## src/rtl/fetch_stage.sv

```systemverilog
// Instruction fetch stage: one outstanding imem read, F->D presentation register, redirect handling.
// Optional delivered-instruction counter enabled by defining FETCH_PERF_EN.
module fetch_stage #(
  parameter int              XLEN     = 32,
  parameter int              PC_BITS  = 5,
  parameter logic [XLEN-1:0] NOP_INST = 32'h00000013
) (
  input  logic               clk,
  input  logic               rst,
  input  logic               stall_F,
  input  logic               redirect_valid,
  input  logic [PC_BITS-1:0] redirect_pc,
  output logic               imem_req,
  output logic [PC_BITS-1:0] imem_addr,
  input  logic [XLEN-1:0]    imem_rdata,
  input  logic               imem_rvalid,
  output logic [PC_BITS-1:0] F_pc,
  output logic [XLEN-1:0]    F_inst,
  output logic               F_valid,
  output logic [15:0]        perf_fetched
);

  localparam logic [1:0] S_REQ   = 2'd0;
  localparam logic [1:0] S_WAIT  = 2'd1;
  localparam logic [1:0] S_HOLD  = 2'd2;
  localparam logic [1:0] S_DRAIN = 2'd3;

  logic [1:0]         state_q, state_d;
  logic [PC_BITS-1:0] pc_q, pc_d;
  logic [PC_BITS-1:0] f_pc_q, f_pc_d;
  logic [XLEN-1:0]    f_inst_q, f_inst_d;
  logic               f_valid_q, f_valid_d;

  // A request goes out on entry (S_REQ) or when the held instruction is consumed.
  assign imem_req  = !redirect_valid &&
                     ((state_q == S_REQ) || ((state_q == S_HOLD) && !stall_F));
  assign imem_addr = pc_q;

  always_comb begin
    state_d   = state_q;
    pc_d      = pc_q;
    f_pc_d    = f_pc_q;
    f_inst_d  = f_inst_q;
    f_valid_d = f_valid_q;
    if (redirect_valid) begin
      pc_d      = redirect_pc;
      f_valid_d = 1'b0;
      f_inst_d  = NOP_INST;
      // A read still in flight must be drained so its data is never presented.
      case (state_q)
        S_WAIT, S_DRAIN: state_d = imem_rvalid ? S_REQ : S_DRAIN;
        default:         state_d = S_REQ;
      endcase
    end else begin
      case (state_q)
        S_REQ: state_d = S_WAIT;
        S_WAIT: begin
          if (imem_rvalid) begin
            f_inst_d  = imem_rdata;
            f_pc_d    = pc_q;
            f_valid_d = 1'b1;
            pc_d      = pc_q + 1'b1;
            state_d   = S_HOLD;
          end
        end
        S_HOLD: begin
          if (!stall_F) begin
            f_valid_d = 1'b0;
            f_inst_d  = NOP_INST;
            state_d   = S_WAIT;
          end
        end
        S_DRAIN: begin
          if (imem_rvalid) state_d = S_REQ;
        end
        default: state_d = S_REQ;
      endcase
    end
  end

  always_ff @(posedge clk) begin
    if (rst) begin
      state_q   <= S_REQ;
      pc_q      <= '0;
      f_pc_q    <= '0;
      f_inst_q  <= NOP_INST;
      f_valid_q <= 1'b0;
    end else begin
      state_q   <= state_d;
      pc_q      <= pc_d;
      f_pc_q    <= f_pc_d;
      f_inst_q  <= f_inst_d;
      f_valid_q <= f_valid_d;
    end
  end

  assign F_pc    = f_pc_q;
  assign F_inst  = f_inst_q;
  assign F_valid = f_valid_q;

`ifdef FETCH_PERF_EN
  logic [15:0] perf_q, perf_d;

  // Counts instructions actually handed downstream, saturating.
  always_comb begin
    perf_d = perf_q;
    if ((state_q == S_HOLD) && !stall_F && !redirect_valid && (perf_q != 16'hFFFF))
      perf_d = perf_q + 16'd1;
  end

  always_ff @(posedge clk) begin
    if (rst) perf_q <= '0;
    else     perf_q <= perf_d;
  end

  assign perf_fetched = perf_q;
`else
  assign perf_fetched = 16'd0;
`endif

endmodule

```

## config.mk

```make
export PLATFORM = sky130hd
export DESIGN_NAME = fetch_stage
export DESIGN_NICKNAME = d
export VERILOG_FILES = /design/src/rtl/fetch_stage.sv
export SDC_FILE = /design/constraint.sdc
export NUM_CORES = 1
export LEC_CHECK = 0
export CAP_MARGIN = 20
export CORE_MARGIN = 8
export CORE_UTILIZATION = 39
export CTS_BUF_LIST = sky130_fd_sc_hd__clkbuf_16
export DETAILED_ROUTE_END_ITERATION = 8
export PLACE_DENSITY = 0.8
export SETUP_SLACK_MARGIN = 0.5
export SLEW_MARGIN = 15
export SYNTH_ARGS = -nofsm -noshare
export SYNTH_HDL_FRONTEND = slang
export SYNTH_SLANG_ARGS = --single-unit
```

## constraint.sdc

```tcl
create_clock -name clk -period 1.56 [get_ports clk]
set_input_delay 0.312 -clock clk [delete_from_list [all_inputs] [get_ports clk]]
set_output_delay 0.312 -clock clk [all_outputs]
set_load 0.02 [all_outputs]
```

; Word level (Yosys, flattened, before mapping)
; Cells that the tools add are included.
[classes]
n_eq_ne = 8
addsub = 1
bitwise_logic = 1
muxes = 16
reduce_logical = 15
[op_table]
columns = cell, count
row1 = 2-to-1 mux 32 bit, 2
row2 = case mux 32 bit (2 select lines), 1
row3 = 2-to-1 mux 5 bit, 3
row4 = 2-to-1 mux 2 bit, 6
row5 = inequality test 3 bit (second input constant), 3
row6 = AND reduction 3 bit, 3
row7 = case mux 2 bit (4 select lines), 1
row8 = nonzero test 2 bit, 3
row9 = adder 5 x 1 -> 5 bit (second input constant), 1
row10 = == test 2 bit (second input constant), 2
row11 = inequality test 2 bit (second input constant), 2
row12 = OR reduction 2 bit, 2
row13 = == test 2 x 1 -> 1 bit (second input constant), 1
row14 = logical AND 1 bit, 2
row15 = logical NOT 1 bit, 2
row16 = logical NOT 2 bit, 1
row17 = 2-to-1 mux 1 bit, 2
row18 = case mux 1 bit (2 select lines), 1
row19 = AND reduction 2 bit, 1
row20 = logical OR 1 bit, 1
row21 = inverter 1 bit, 1
[totals]
regBits = 45
word_cells = 46
in_bits = 42

; Logic depth before layout (Yosys ltp)
; Gate-level depths: netlist (run 1).
[logic_depth]
depth_word = 4
ltp_mapped = 6
depth_no_buf = 4

; Worst setup path before layout (run 1)
; No wires, ideal clock.
[synth_timing]
path_type = input-to-output
from = input redirect_valid
to = output imem_req
arrival_ns = 1.138
n_path_buf = 1
slack_ns = 0.110
stages = 2
cell_sequence = clkbuf_1 -> a211oi_1
[synth_between]
elab_chain_len = 2
[synth_lines]
columns = element, line_no
row1 = from (decl), 11  ; input logic redirect_valid,
row2 = logical NOT 1 bit, 35  ; assign imem_req = !redirect_valid &&
row3 = logical AND 1 bit, 35
row4 = to (decl), 13  ; output logic imem_req,
; Every way passes these cells.

; Final worst setup path (run 1)
[layout_timing]
from = register state_q[1]
to = register pc_q[1] (netlist: imem_addr[1])
[layout_between]
elab_chain_len = 3
[layout_lines]
columns = element, line_no
row1 = from (decl), 28  ; logic [1:0] state_q, state_d;
row2 = from (signal assigned), 89  ; state_q <= state_d;
row3 = == test 2 x 1 -> 1 bit, 55  ; case (state_q)
row4 = nonzero test 2 bit (no source line), --
row5 = AND reduction 2 bit (no source line), --
row6 = to (signal assigned), 90  ; pc_q <= pc_d;
row7 = to (decl), 29  ; logic [PC_BITS-1:0] pc_q, pc_d;
; Every way passes these cells.
; A chain may end at the register's enable or synchronous reset.

==> results of run 1 <==
==> sequential cells by signal (all words and copies together), names as in the netlist <==
name,flops
F_inst,32
F_pc,5
F_valid,1
imem_addr,5
state_q,2
==> Yosys cell counts <==
library cell and number:
buf_6 2, a311oi_1 3, or3b_4 1, nor2b_1 2, nand2_1 36, buf_4 17
buf_2 6, dfxtp_1 45, clkbuf_1 8, nor3b_1 3, conb_1 1, or3_1 2
a2111oi_2 1, nor2_1 11, or2_2 1, nor3_1 3, xnor2_1 1, a21oi_1 36
and4bb_2 1, and4_1 1, inv_1 2, o21ai_1 12, and3b_1 1, nand3_1 31
ha_1 1, a211oi_1 3, nand3b_4 1
==> power groups by stage <==
stage	sequential (mW)	clock [mW]	combinational (mW)
after CTS	1.21	1.01	0.433
after detailed placement	1.23	0	0.404
after global routing	1.21	1.06	0.495
after floorplan	1.25	0	0.199
after global placement	1.23	0	0.400
final	1.21	0.984	0.461
==> layer usage <==
| layer | GRT usage, % | vias to the layer above |
|---|---|---|
| li1 | - | 975 |
| met1 | 16.4 | 916 |
| met2 | 27.2 | 70 |
| met3 | 7.74 | 8 |
| met4 | 4.14 | 0 |
| met5 | 0 | - |
==> cells by family after synthesis <==
group | after synthesis | synth area share [%]
AOI/OAI and AO/OA | 55 | 15.9
xor gates and xnor gates | 1 | 0.459
adders and majority gates | 1 | 0.655
buffers and inverters | 35 | 11.4
DFF | 45 | 47.2
other | 1 | 0.196
and+or+nand+nor | 94 | 24.2
==> layout by cell type (no fill, tap or decap), types with 2 or more instances in the layout <==
cell	Yosys	routed
dlygate4sd2_1	0	3
clkbuf_16	0	5
or3b_4	1	2
or3_1	2	2
o21ai_1	12	12
nand2_1	36	36
buf_12	0	3
nor3b_1	3	3
nor2_1	11	11
conb_1	1	16
nand3_1	31	22
buf_6	2	50
buf_4	17	22
nor2b_1	2	2
a311oi_1	3	3
clkdlybuf4s50_1	0	38
a21oi_1	36	35
nand3_2	0	9
dfxtp_4	0	4
dfxtp_2	0	41
inv_1	2	4
==> area by class of cell <==
cell class,count,share of cell area (%)
sequential,45,28.8
multi-input combinational,168,28.8
inverter,2,0.224
timing repair buffer,116,35.6
clock inverter,3,0.335
tap,67,2.50
clock buffer,5,3.73
==> worst max-delay path: stages (launching register included) <==
cell      delay (ns)
dfxtp_2         0.34
buf_6           0.13
and3b_2         0.34
buf_4           0.16
nand2_1         0.05
a311oi_1        0.22
==> path summary, 6_finish.rpt <==
kind | startpoint | endpoint | slack (ns) | cells past startpoint
max | state_q[1] | imem_addr[1] | 0.21 | 5
min reg2reg | F_inst[23] | F_inst[23] | 0.46 | 2
min | F_inst[23] | F_inst[23] | 0.46 | 2
max reg2reg | state_q[1] | imem_addr[1] | 0.21 | 5
==> repair_timing <==
| item | in CTS | in global routing |
|---|---|---|
| gates resized for setup | 315 | 14 |
| pin swaps | 6 | 1 |
| gates cloned | 1 | 0 |
| buffers inserted | 7 | 9 |
| endpoints found under the setup margin | 88 | 76 |
==> through the flow <==
step                      cells  TNS, ns
after floorplan             247        0
after global placement      381   -10.38
after detailed placement    381   -11.19
after CTS                   397        0
after global routing        406        0
final                       406        0
==> metrics.md, run 1 <==
| Metric | Value |
|---|---|
| Worst VDD drop | roughly 0.48 mV |
| Die area | ~7400 um2 |
| Port Buffers | 85 |
| Hold Buf Count CTS | 0 |
| IO Count | about 100 |
| Setup-failing EPs final | 0 |
| Outcome | finished, final reports clean |
| Reg area | between 900 and 1000 um2 |
| Gr usage total | 15.7% |
| RSZ-0062 raised after global routing | true |
| Placement-stage cell area | slightly below 3000 um2 |
| Antenna viol nets, final | 0 |
| FILL cells | 398 |
| Power Internal | ~2 mW |
| Fin area | between 3000 and 4000 um2 |
| Initial antenna violation count | 0 |
| Synth Instances | about 230 |
| Largest net degree at the start of global routing | 31 |
| DRC violation total after the first TritonRoute iteration | 50 |
| Sw Share | 24.8% |
| Area of the multi-input gates | ~970 um2 |
| Max Slew Vio Count | 0 |
| Logic pwr share | 17.4% |
| Number of library cell types mapped by synthesis | 27 |
| CTS tree | built |
| H-tree Lvls | 2 |
| Worst Hold Class | reg -> reg |
| Clk Latency, worst-skew pair | 0.29 ns |
| Critical path class | reg -> reg |
| Clock share of power | between 30% and 40% |
| Hold WS | roughly 0.46 ns |
| Yosys warnings | 0 |
| Initial core utilization | roughly two fifths |
| Worst-case clock skew | roughly 0.0094 ns |
| Worst Setup End Kind | flip-flop |
| Post-Route WL | approximately 6.0 mm |
| M1 WL | around 2.3 mm |
| DRC Markers | 0 |
| Sequential element share of the synthesized area | between 40% and 50% |
| Max Freq | between 0.7 and 0.8 GHz |
| Drt pass-1 iters | 4 |
| Sw power | about 660 uW |
| Post-Place Setup Slack | -0.439 ns |
| Tot Pwr | approximately 2.7 mW |
| Fin. Hold Viols | 0 |
| Fin crit share | between 80% and 90% |
| Core area | about 4700 um2 |
| Worst-path fanout max | 8 |
| P per Cell Area | ~800 nW/um2 |
| Leakage | 1.31 nW |
| Root Driver | clkbuf_16 |
| GR Overflow Total | 0 |
| DR top layer | met4 |
| Post-layout util | 71.1% |
| Total clock sinks | 45 |
| Vias per cell | 4.85 |
| Mapped cell area | around 1900 um2 |
| Clock slew at reported path FFs | 0.06 ns |
| Gp weighted congestion | 0.740 |
| Share of post-route cells with drive strength above 1 | 43.4% |
| Total CTS buffers | 5 |
| Area delta synth->final | 75.8% |
| Final HPWL DP | roughly 4 mm |
| Met2 Routed Length | roughly 3.0 mm |
| Number of global-route vias before repair | 1,971 |
| Max cap viols | 0 |
| Worst endpoint required time | 1.74 ns |
| Die width | approximately 86 um |
| Avg WL per Cell | 14.8 um |
| Yosys top cell by area | dfxtp_1 |
| Crit path launch type | flip-flop |
| Synthesis-stage register bit count | 45 |
| Syn_area_per_cell | about 8.2 um2 |
| Diode count | 0 |
| Clk buf depth | 2 |
| Post-route worst setup slack | between 0.2 and 0.25 ns |
| DR vias | 1,969 |
| Synth area leaders | dfxtp_1 47%, a21oi_1 9.4%, nand3_1 8.1% |
| Die height | 86.0 um |
| Std cell rows | 25 |
| Routed wl met3 | around 590 um |
| Global-route wire length before repair | slightly above 9 mm |
| Worst path arrival time | between 1.5 and 2 ns |
| Synth top area share | between 40% and 50% |
| Post-layout min period | 1.35 ns |
| Post-layout net count | 381 |
| Power share of the sequential group | 45.5% |
(Power assumes the default switching activity.)
==> run 2: changes to the inputs <==
- CORE_MARGIN: 8 -> not set
- CORE_UTILIZATION: 39 -> 42
- PLACE_DENSITY: 0.8 -> 0.85
- clock period: 1.56 -> 1.66 ns (I/O delays scaled with it)
==> run 2 against run 1 <==
Against the previous run: combinational power is 5.9% lower; utilization is 1.8 points higher; clock-buffer cell count unchanged; first-iteration DRC count up 130%; clock power decreased by 4.1%; highest routed layer unchanged; clock skew fell by 0.0069 ns; global-route usage is 7.2 points higher; non-clock buffer count down 6; sequential share of layout area grew 0.53 points; largest power group unchanged; register-to-register slack gained 0.09 ns; final cell count down 4.9%.
==> metrics.md, run 2 (synthesized netlist as in run 1, its figures left out) <==
| Metric | Value |
|---|---|
| Die area | around 4800 um2 |
| Worst-case clock skew | 0.00255 ns |
| Total clock sinks | between 40 and 50 |
| Vias per cell | roughly 5.2 |
| Reg2reg setup slack | 0.30 ns |
| Post-layout min period | ~1.4 ns |
| Die height | slightly below 70 um |
| Diode count | 0 |
| Non-Filler Instances | approximately 390 |
| Avg WL per Cell | around 15 um |
| Hold Buf Count CTS | 0 |
| Area delta synth->final | 66.2% |
| Global-route wire length before repair | about 8.8 mm |
| Port Buffers | 85 |
| Fin. Hold Viols | 0 |
| Worst VDD drop | around 0.66 mV |
| Leakage | roughly 1.3 nW |
| Max Freq | 0.730 GHz |
| Post-Route WL | ~5.8 mm |
| Number of global-route vias before repair | ~1,900 |
| IO Count | between 100 and 150 |
| DRC violation total after the first TritonRoute iteration | around 120 |
| Share of post-route cells with drive strength above 1 | 37.7% |
| Most frequent cells in the layout | 38 x clkdlybuf4s50_1, 34 x nand2_1, 33 x dfxtp_1, 32 x a21oi_1, 31 x buf_4 |
| Antenna viol nets, final | 0 |
| RSZ-0062 raised after global routing | true |
| Worst endpoint required time | 1.33 ns |
| GR Overflow Total | 0 |
| Root Driver | clkbuf_16 |
| Final HPWL DP | approximately 3.4 mm |
| P per Cell Area | approximately 800 nW/um2 |
| Crit path launch type | flip-flop |
| Max Slew Vio Count | 0 |
| H-tree Lvls | 2 |
| Initial antenna violation count | 0 |
| Std cell rows | 24 |
| Worst Setup End Kind | output pin |
| Clk Latency, worst-skew pair | 0.28 ns |
| Max cap viols | 0 |
| Worst Hold Class | reg -> reg |
| Setup-failing EPs final | 0 |
| Outcome | finished, final reports clean |
| DRC Markers | 0 |
| Gp weighted congestion | 0.763 |
| Clock slew at reported path FFs | 0.06 ns |
| Most common cell after layout, fill and taps aside | clkdlybuf4s50_1 |
| Placed cell count | ~360 |
| Total CTS buffers | 5 |
| Worst path arrival time | 1.04 ns |
| CTS tree | built |
| Fin area | 3170 um2 |
| Initial core utilization | around 44% |
| Drt pass-1 iters | 4 |
| Core area | between 4000 and 5000 um2 |
| Gr usage total | between 20 and 25% |
| Max FFs per register | 32 |
| Post-layout net count | about 380 |
| Largest net degree at the start of global routing | 31 |
| DR vias | 2,023 |
| Placement-stage cell area | roughly 2900 um2 |
| Critical path class | reg -> out |
| Clk buf depth | 2 |
| Worst-path fanout max | 6 |
| Fin crit share | about 83% |
| Die width | slightly below 70 um |
run 2: cell count changes in the layout (fill, tap and decap cells not counted), sizes merged:
cell | before | now
clkinv | 1 | 2
clkdlybuf4s15 | 0 | 1
or3b | 2 | 3
buf | 75 | 68
dlygate4sd2 | 3 | 2
inv | 4 | 3
bufbuf | 0 | 1
run 2: metal layers:
layer	wire length, um	vias to the layer above	track usage (%)
met1	2380	960	28.5
met2	2990	79	38.4
met3	349	10	5.52
met4	114	0	8.62
li1	-	974	-
met5	0	-	0
run 2: critical path, cell delays in order (launching register included):
cell	delay, ns
dfxtp_4	0.37
a211oi_4	0.24
buf_6	0.15
run 2: cell type report:
class                      instances  area [um2]
timing repair buffer             110         991
inverter                           2        7.51
fill                             343        1180
clock buffer                       5         125
tap                               52        65.1
sequential                        45         931
clock inverter                     3        13.8
multi-input combinational        169        1040
run 2: worst paths after layout:
check	startpoint	to	cells past startpoint
min reg2reg	F_inst[29]	F_inst[29]	2
min	F_inst[29]	F_inst[29]	2
max reg2reg	state_q[0]	F_inst[11]	4
max	state_q[1]	imem_req	2
run 2: power breakdown:
part | internal, mW | switching, mW
clock | 0.547 | 0.398
combinational | 0.224 | 0.210
sequential | 1.10 | 0.0327
run 2: stage by stage:
step	hold slack (ns)	utilization, %	power (mW)	setup TNS [ns]	setup slack [ns]
after CTS	0.459	69.3	2.48	0	0.261
after global placement	0.447	66.0	1.52	-7.67	-0.354
after global routing	0.477	72.9	2.62	0	0.260
after floorplan	0.394	-	1.37	0	0.429
final	0.457	72.9	2.52	0	0.289
after detailed placement	0.453	66.0	1.53	-9.11	-0.399
run 2: timing repair:
action / 4_1_cts / 5_1_grt
setup endpoints to repair: 88 / 64
gates resized for setup: 207 / 42
buffers inserted: 7 / 5
endpoints found under the hold margin: 0 / 0
pin swaps: 15 / 17
gates cloned: 4 / 0
==> run 3: changes to the inputs <==
- CORE_UTILIZATION: 42 -> 39
- PLACE_DENSITY: 0.85 -> 0.8
- clock period: 1.66 -> 1.3 ns (I/O delays scaled with it)
==> run 3 against run 2 <==
Against the previous run: the flow now finishes with violations (setup timing); setup slack got worse by 0.37 ns; die area is 7.5% higher; flip-flop and latch count unchanged; sequential share of layout area down 3.6 points; utilization rose by 6.1 points; critical path type is now reg -> reg.
==> metrics.md, run 3 (synthesized netlist as in run 1, its figures left out) <==
| Metric | Value |
|---|---|
| Power Internal | 2.76 mW |
| Max cap viols | 0 |
| Sw power | approximately 860 uW |
| Worst Hold Class | reg -> reg |
| Leakage | 1.48 nW |
| Max FFs per register | 32 |
| Post-layout min period | about 1.4 ns |
| Crit path buffers/inverters | 3 |
| Antenna viol nets, final | 0 |
| Worst VDD drop | slightly above 0.7 mV |
| Gr usage total | 23.2% |
| Most frequent cells in the layout | 54 x buf_6, 42 x dfxtp_2, 38 x clkdlybuf4s50_1, 37 x buf_4 |
| Critical path class | reg -> reg |
| Failing checks | setup timing |
| Share of post-route cells with drive strength above 1 | between 50 and 60% |
| H-tree Lvls | 2 |
| Fin crit share | 106% |
| Largest net degree at the start of global routing | 20 |
| Core area | 4720 um2 |
| Max Freq | ~0.72 GHz |
| Fin. Hold Viols | 0 |
| Worst-case clock skew | around 0.0055 ns |
| Worst path cell trace | buf_6 -> and3b_2 -> buf_6 -> buf_12 -> nand2_1 -> a21oi_2 |
| Post-Route WL | around 6.3 mm |
| DRC Markers | 0 |
| Area delta synth->final | 95.5% |
| Fin area | ~3700 um2 |
| IO Count | 102 |
| Hold Buf Count CTS | 0 |
| Setup-failing EPs final | 22 |
| Most common cell after layout, fill and taps aside | buf_6 |
| CTS tree | built |
| Port Buffers | 85 |
| Number of global-route vias before repair | between 1,500 and 2,000 |
| Crit path launch type | flip-flop |
| DRC violation total after the first TritonRoute iteration | 130 |
| Placement-stage cell area | between 2000 and 3000 um2 |
| Worst endpoint required time | around 1.5 ns |
| Vias per cell | 4.96 |
| Diode count | 0 |
| Clock share of power | between 40% and 50% |
| Drt pass-1 iters | 4 |
| Die width | between 70 and 80 um |
| Worst-path fanout max | 8 |
| Outcome | complete, but fails checks |
| Die area | between 5000 and 6000 um2 |
| Worst path arrival time | approximately 1.6 ns |
| Hold WS | 0.463 ns |
| Max Slew Vio Count | 0 |
| Initial antenna violation count | 0 |
| Worst Setup End Kind | flip-flop |
| CP max-delay cell | and3b_2 |
| Global-route wire length before repair | 9.34 mm |
| Post-layout net count | 400 |
| DR vias | around 2,100 |
| Final HPWL DP | 3.52 mm |
| Total clock sinks | 45 |
| Logic pwr share | between 10% and 20% |
| Die height | 72.0 um |
| Gp weighted congestion | 0.792 |
| Root Driver | clkbuf_16 |
| Sw Share | between 20% and 30% |
| Avg WL per Cell | ~15 um |
| GR Overflow Total | 0 |
| Top Family by Delay on Critical Path | simple AND/OR/NAND/NOR gates |
| Max incr delay on CP | 0.36 ns |
| Total CTS buffers | 5 |
| Most frequent CP cell | buf_6 |
| Post-layout util | roughly 79% |
| Post-route worst setup slack | -0.0815 ns |
| Post-Place Setup Slack | -0.582 ns |
| Clock slew at reported path FFs | 0.06 ns |
| Power share of the sequential group | 39.8% |
| FILL cells | just under 300 |
| Initial core utilization | 40.4% |
| Std cell rows | 25 |
| P per Cell Area | 972 nW/um2 |
| RSZ-0062 raised after global routing | true |
| Setup tns final | -0.543 ns |
| Clk buf depth | 2 |
| Clk Latency, worst-skew pair | approximately 0.28 ns |
run 3: cell count changes in the layout (fill, tap and decap cells not counted), moves of 6 or more:
cell,before,now
a21oi_2,4,15
dfxtp_2,6,42
nand2_2,2,11
dfxtp_1,33,1
buf_4,31,37
nand2_1,34,21
buf_2,22,0
buf_6,11,54
a21oi_1,32,21
run 3: worst paths after layout:
kind,start,endpoint,slack [ns],cells past startpoint
setup / recovery,state_q[1],F_inst[24],-0.08,6
hold / removal,F_inst[14],F_inst[14],0.46,2
setup reg to reg,state_q[1],F_inst[24],-0.08,6
hold reg to reg,F_inst[14],F_inst[14],0.46,2
run 3: area by class of cell:
class                   count  area (um2)  share of cell area [%]
well taps                  67        83.8                    2.25
inverters                   2        7.51                   0.201
multi-input cells         169        1150                    30.9
clock buffers               6         150                    4.02
repair buffers            134        1340                    35.9
flip-flops and latches     45         961                    25.7
clock inverters             2        35.0                   0.939
run 3: worst register-to-register path: stages (launching register included):
cell and delay, ns:
dfxtp_2 0.33, buf_6 0.13, and3b_2 0.36, buf_6 0.14, buf_12 0.13, nand2_1 0.09, a21oi_2 0.14
run 3: what timing repair did:
item | 4_1_cts | 5_1_grt
resized for setup | 350 | 31
pin swaps | 34 | 13
buffers inserted | 9 | 17
setup endpoints to repair | 89 | 89
cloned | 3 | 0
run 3: power groups by stage:
stage | registers (mW) | clock network (mW) | logic (mW)
after floorplan | 1.50 | 0 | 0.235
after global placement | 1.47 | 0 | 0.490
after detailed placement | 1.47 | 0 | 0.495
after CTS | 1.45 | 1.56 | 0.567
after global routing | 1.45 | 1.62 | 0.687
final | 1.45 | 1.54 | 0.645
run 3: layer usage:
metal / part of all wire, % / vias to the layer above / track usage [%]
li1: - / 1022 / -
met5: 0 / - / 0
met2: 52 / 75 / 38.2
met4: 0.53 / 0 / 8.50
met1: 42 / 1009 / 29.7
met3: 5.7 / 4 / 5.56
run 3: per-stage QoR:
step,total power [mW],cells
2_1_floorplan,1.74,247
3_3_place_gp,1.96,388
3_5_place_dp,1.96,388
4_1_cts,3.57,408
5_1_grt,3.75,425
6_report,3.63,425
